==> src/rtl/ddc_ctrl_pkg.sv <==
// Shared types and widths for the DDC/DUC rate-change controllers.
// Default settings addresses mirror the block register map.
package ddc_ctrl_pkg;

    localparam int HB_W   = 2;
    localparam int CIC_W  = 8;
    localparam int RATE_W = 16;
    localparam int SET_AW = 8;
    localparam int SET_DW = 32;

    localparam logic [SET_AW-1:0] DEF_SR_N_ADDR     = 8'd200;
    localparam logic [SET_AW-1:0] DEF_SR_DECIM_ADDR = 8'd201;

    typedef enum logic [3:0] {
        ST_IDLE,
        ST_FACTOR,
        ST_CHECK,
        ST_ERR,
        ST_WAIT_IDLE,
        ST_WR_N,
        ST_WR_DECIM,
        ST_FLUSH,
        ST_DONE
    } cfg_state_t;

    // SR_DECIM payload: {hb_enables, cic_rate} in the low bits.
    function automatic logic [SET_DW-1:0] decim_word(input logic [HB_W-1:0]  hb,
                                                     input logic [CIC_W-1:0] cic);
        return {22'd0, hb, cic};
    endfunction

endpackage

==> src/rtl/ddc_rate_factorizer.sv <==
// Splits a total rate into half-band stages (factors of two) plus a residual
// CIC rate, and flags residuals outside the legal CIC range.
import ddc_ctrl_pkg::*;

module ddc_rate_factorizer #(
    parameter int NUM_HB   = 3,
    parameter int MAX_RATE = 255
) (
    input  logic              clk,
    input  logic              rst_n,
    input  logic              start,
    input  logic [RATE_W-1:0] rate_in,
    output logic              done,
    output logic              ok,
    output logic [HB_W-1:0]   hb_out,
    output logic [CIC_W-1:0]  cic_out
);

    logic              run;
    logic [RATE_W-1:0] rate_r;
    logic [HB_W-1:0]   hb_r;
    logic              can_shift;

    assign can_shift = ~rate_r[0] && (hb_r < HB_W'(NUM_HB));

    always_ff @(posedge clk) begin
        if (!rst_n) begin
            run    <= 1'b0;
            rate_r <= '0;
            hb_r   <= '0;
        end else if (start) begin
            run    <= 1'b1;
            rate_r <= rate_in;
            hb_r   <= '0;
        end else if (run) begin
            if (can_shift) begin
                rate_r <= rate_r >> 1;
                hb_r   <= hb_r + 1'b1;
            end else begin
                run <= 1'b0;
            end
        end
    end

    // Results hold after done until the next start.
    assign done    = run & ~can_shift;
    assign ok      = (rate_r != '0) && (rate_r <= RATE_W'(MAX_RATE));
    assign hb_out  = hb_r;
    assign cic_out = rate_r[CIC_W-1:0];

endmodule

==> src/rtl/ddc_decim_cfg_ctrl.sv <==
// Sequences a DDC decimation change: factor, wait for datapath idle, write
// SR_N then SR_DECIM on consecutive cycles, flush filters, report done.
import ddc_ctrl_pkg::*;

module ddc_decim_cfg_ctrl #(
    parameter int                NUM_HB        = 3,
    parameter int                CIC_MAX_DECIM = 255,
    parameter logic [SET_AW-1:0] SR_N_ADDR     = DEF_SR_N_ADDR,
    parameter logic [SET_AW-1:0] SR_DECIM_ADDR = DEF_SR_DECIM_ADDR,
    parameter int                FLUSH_CYCLES  = 16
) (
    input  logic              ce_clk,
    input  logic              ce_rst_n,
    input  logic              req_valid,
    output logic              req_ready,
    input  logic [RATE_W-1:0] req_rate,
    input  logic              dp_idle,
    output logic              set_stb,
    output logic [SET_AW-1:0] set_addr,
    output logic [SET_DW-1:0] set_data,
    output logic              filt_clear,
    output logic              busy,
    output logic              done,
    output logic              err,
    output logic [HB_W-1:0]   cur_hb,
    output logic [CIC_W-1:0]  cur_cic
);

    localparam int FC_W = (FLUSH_CYCLES > 1) ? $clog2(FLUSH_CYCLES) : 1;

    cfg_state_t        state;
    logic [RATE_W-1:0] req_r;
    logic [FC_W-1:0]   flush_cnt;
    logic              accept;
    logic              fact_done;
    logic              fact_ok;
    logic [HB_W-1:0]   fact_hb;
    logic [CIC_W-1:0]  fact_cic;

    assign req_ready = (state == ST_IDLE);
    assign busy      = (state != ST_IDLE);
    assign accept    = req_valid && req_ready;

    ddc_rate_factorizer #(
        .NUM_HB   (NUM_HB),
        .MAX_RATE (CIC_MAX_DECIM)
    ) u_factor (
        .clk     (ce_clk),
        .rst_n   (ce_rst_n),
        .start   (accept),
        .rate_in (req_rate),
        .done    (fact_done),
        .ok      (fact_ok),
        .hb_out  (fact_hb),
        .cic_out (fact_cic)
    );

    always_ff @(posedge ce_clk) begin
        if (!ce_rst_n) begin
            state      <= ST_IDLE;
            req_r      <= '0;
            flush_cnt  <= '0;
            set_stb    <= 1'b0;
            set_addr   <= '0;
            set_data   <= '0;
            filt_clear <= 1'b0;
            done       <= 1'b0;
            err        <= 1'b0;
            cur_hb     <= '0;
            cur_cic    <= CIC_W'(1);
        end else begin
            set_stb  <= 1'b0;
            set_addr <= '0;
            set_data <= '0;
            done     <= 1'b0;
            err      <= 1'b0;
            case (state)
                ST_IDLE: begin
                    if (accept) begin
                        req_r <= req_rate;
                        state <= ST_FACTOR;
                    end
                end
                ST_FACTOR: begin
                    if (fact_done) state <= ST_CHECK;
                end
                // With dp_idle already high the wait state is skipped entirely.
                ST_CHECK, ST_WAIT_IDLE: begin
                    if (state == ST_CHECK && !fact_ok) begin
                        err   <= 1'b1;
                        state <= ST_ERR;
                    end else if (dp_idle) begin
                        set_stb  <= 1'b1;
                        set_addr <= SR_N_ADDR;
                        set_data <= SET_DW'(req_r);
                        state    <= ST_WR_N;
                    end else begin
                        state <= ST_WAIT_IDLE;
                    end
                end
                ST_WR_N: begin
                    set_stb  <= 1'b1;
                    set_addr <= SR_DECIM_ADDR;
                    set_data <= decim_word(fact_hb, fact_cic);
                    state    <= ST_WR_DECIM;
                end
                ST_WR_DECIM: begin
                    filt_clear <= 1'b1;
                    flush_cnt  <= FC_W'(FLUSH_CYCLES - 1);
                    state      <= ST_FLUSH;
                end
                ST_FLUSH: begin
                    if (flush_cnt == '0) begin
                        filt_clear <= 1'b0;
                        done       <= 1'b1;
                        state      <= ST_DONE;
                    end else begin
                        flush_cnt <= flush_cnt - 1'b1;
                    end
                end
                ST_DONE: begin
                    cur_hb  <= fact_hb;
                    cur_cic <= fact_cic;
                    state   <= ST_IDLE;
                end
                ST_ERR:  state <= ST_IDLE;
                default: state <= ST_IDLE;
            endcase
        end
    end

endmodule

==> config.mk <==
export PLATFORM = sky130hd
export DESIGN_NAME = ddc_decim_cfg_ctrl
export DESIGN_NICKNAME = d
export VERILOG_FILES = /design/src/rtl/ddc_ctrl_pkg.sv /design/src/rtl/ddc_rate_factorizer.sv /design/src/rtl/ddc_decim_cfg_ctrl.sv
export SDC_FILE = /design/constraint.sdc
export NUM_CORES = 1
export LEC_CHECK = 0
export ABC_AREA = 1
export CAP_MARGIN = 5
export CORE_ASPECT_RATIO = 0.9
export CORE_MARGIN = 1.5
export CORE_UTILIZATION = 44
export DETAILED_ROUTE_END_ITERATION = 6
export GPL_TIMING_DRIVEN = 0
export PLACE_DENSITY = 0.87
export SYNTH_ARGS = -nofsm -noshare
export SYNTH_HDL_FRONTEND = slang
export SYNTH_SLANG_ARGS = --single-unit
==> constraint.sdc <==
create_clock -name ce_clk -period 1.4 [get_ports ce_clk]
set_clock_uncertainty 0.15 [all_clocks]
set_input_delay 0.42 -clock ce_clk [delete_from_list [all_inputs] [get_ports ce_clk]]
set_output_delay 0.42 -clock ce_clk [all_outputs]
set_load 0.05 [all_outputs]
==> metrics.md <==
| Metric | Value |
|---|---|
| DR iter-0 viols | `364` |
| Power, Total | `0.00822 W` |
| 1st-pass router iterations | `6` |
| Worst-path fanout max | `7` |
| Chip Height | `81.8 um` |
| Sequential area share after synthesis | `0.488` |
| # H-tree levels | `3` |
| Vias in the first global route | `3257` |
| Commonest non-fill, non-tap cells in the layout | `45 x buf_4, 42 x buf_6, 36 x nand2_1, 36 x dfxtp_1, 30 x dfxtp_2` |
| Largest net degree at the start of global routing | `15` |
| Synth Cell Area | `3040 um^2` |
| Worst Setup Start Kind | `register` |
| Unrepaired setup endpoints after global routing | `yes` |
| Fin crit period | `1940 ps` |
| Worst Path Arrival | `2050 ps` |
| Status | `finished, violations left` |
| Reg clk slew, reported paths | `90 ps` |
| Die area | `7410 um^2` |
| Post-Syn Area per Cell | `8.03 um^2` |
| Detailed Route WL | `14400 um` |
| Grt total ovfl | `0` |
| Nets | `538` |
| #FFs+latches synth | `74` |
| CTS tree | `yes` |
| Lkg Pwr | `2.44 nW` |
| Area grow syn2layout | `87.1%` |
| Root buffer cell | `clkbuf_8` |
| Number of port buffers | `55` |
| CP Data Required Time | `1510 ps` |
| CORE AREA | `6620 um^2` |
| Top achievable clock speed | `515 MHz` |
| Max rail drop VDD | `1.20 mV` |
| Fin crit share | `1.39` |
| Number of remaining DRC errors | `0` |
| Hold_ws | `337 ps` |
| Io pins | `76` |
| Antenna violations before repair | `0` |
| P per Cell Area | `1450 nW/um^2` |
| Initial Util | `0.458` |
| FP Rows | `28` |
| Clock Sinks | `74` |
| Share of cells above drive strength 1 | `0.639` |
| Synth cell types | `27` |
| Gr usage total | `0.292` |
| Final RePlAce weighted congestion | `0.860` |
| Die W | `90.6 um` |
| Drt wl/cell | `23.6 um` |
| Synth Warn # | `0` |
| Final hold vios | `0` |
| Crit. End Element | `register` |
| Slew Limit Fails | `0` |
| Post-DP HPWL | `5300 um` |
| First-pass GRT wire length | `16300 um` |
| Dpl cells | `542` |
| Non-filler cells, final | `611` |
| Mapped Cells | `378` |
| Max-cap viol count | `0` |
| Failing checks | `negative setup slack` |
| Via count | `3599` |
| Antenna Nets Post-Route | `0` |
| Num CTS Buffers | `9` |
| Ant diodes | `0` |
| Vias/cell | `5.89` |
| Setup CP Type | `register to register` |
| Worst setup margin | `-541 ps` |
| Commonest non-fill, non-tap cell in the layout | `buf_4` |
| Clock Latency Late Sink | `370 ps` |
| Setup violators final | `110` |
| Min-Delay Path Class | `register to register` |
| CTS max path bufs | `2` |
| # hold bufs at CTS | `0` |
| Setup TNS after final layout | `-25500 ps` |
-- power by group --
group          total [W]  switching (W)  internal [W]  leakage [nW]
clock network    0.00179       0.000898      0.000890         0.103
registers        0.00265       0.000294       0.00236         0.622
logic            0.00378        0.00230       0.00149          1.72
-- layer usage --
metal | vias to the layer above | wire (um) | global-route usage
met5 | - | 0 | 0
met1 | 1710 | 5140 | 0.309
li1 | 1476 | - | -
met3 | 101 | 1420 | 0.0963
met4 | 0 | 967 | 0.227
met2 | 312 | 6870 | 0.489
-- final timing paths --
path | endpoint | slack, ps | from | depth (start not counted)
worst max register to register | set_data[11]$_SDFF_PN0_ | -540 | state[3]$_SDFFE_PN0P_ | 8
worst max-delay path | set_data[11]$_SDFF_PN0_ | -540 | state[3]$_SDFFE_PN0P_ | 8
worst min-delay path | set_data[12]$_SDFF_PN0_ | 340 | req_r[12]$_SDFFE_PN0P_ | 2
worst min register to register | set_data[12]$_SDFF_PN0_ | 340 | req_r[12]$_SDFFE_PN0P_ | 2
-- cell type report --
type | count | area [um^2]
Multi-Input combinational cell | 250 | 2060
Sequential cell | 74 | 1550
Timing Repair Buffer | 111 | 1270
Fill cell | 244 | 941
Buffer | 35 | 297
Inverter | 35 | 174
Clock buffer | 10 | 138
Tap cell | 90 | 113
Clock inverter | 6 | 72.6
-- Yosys cell counts --
| library cell | instances | area (um^2) |
|---|---|---|
| dfxtp_1 | 74 | 1480 |
| nand2_1 | 66 | 248 |
| nand3_1 | 47 | 235 |
| a21oi_1 | 30 | 150 |
| inv_1 | 29 | 109 |
| buf_4 | 28 | 210 |
| o21ai_0 | 28 | 140 |
| nor2_1 | 23 | 86.3 |
| inv_2 | 6 | 22.5 |
| nor3_1 | 6 | 30.0 |
| nand2_2 | 5 | 31.3 |
| o211ai_1 | 5 | 37.5 |
| buf_2 | 3 | 15.0 |
| clkbuf_1 | 3 | 11.3 |
| nand2_4 | 3 | 33.8 |
| nand3_2 | 3 | 30.0 |
| nor2_4 | 3 | 33.8 |
| xor2_1 | 3 | 26.3 |
| a31oi_1 | 2 | 12.5 |
| buf_1 | 2 | 7.51 |
| ha_1 | 2 | 25.0 |
| nor2_2 | 2 | 12.5 |
| a21boi_2 | 1 | 11.3 |
| buf_6 | 1 | 11.3 |
| clkbuf_8 | 1 | 13.8 |
| conb_1 | 1 | 3.75 |
| nand4_1 | 1 | 6.26 |
-- flip-flops by register name (all words and copies together) (netlist names), 4 cells and up --
signal	count
flush_cnt	4
set_data	16
u_factor.rate_r	16
state	4
req_r	16
cur_cic	8
-- cell families after synthesis --
logic type,count (synthesis),synth area share
xor gates and xnor gates,3,0.00866
other,1,0.00124
AOI/OAI and AO/OA,66,0.116
DFF,74,0.488
adders and majority gates,2,0.00824
buffers and inverters,73,0.132
and+or+nand+nor,159,0.246
-- per-stage QoR --
stage	area, um^2	setup slack, ps	utilization
final	5680	-541	0.858
after global routing	5680	-529	0.858
after CTS	4810	-324	0.726
after detailed placement	3820	-828	0.577
after global placement	3820	-798	0.577
after floorplan	3160	-108	-
-- timing repair --
action / CTS / global route
setup endpoints to repair: 108 / 107
resized for setup: 417 / 192
buffers inserted: 22 / 32
pin swaps: 17 / 41
cloned: 5 / 1
-- critical path, stage by stage (launching register included) --
cell,delay (ps)
dfxtp_4,370
nor2_4,210
buf_4,160
buf_6,110
nand2_8,60
a21boi_4,240
buf_6,170
nand2_8,100
nor3_4,260
Note: power is estimated with default switching activity, not from simulation.
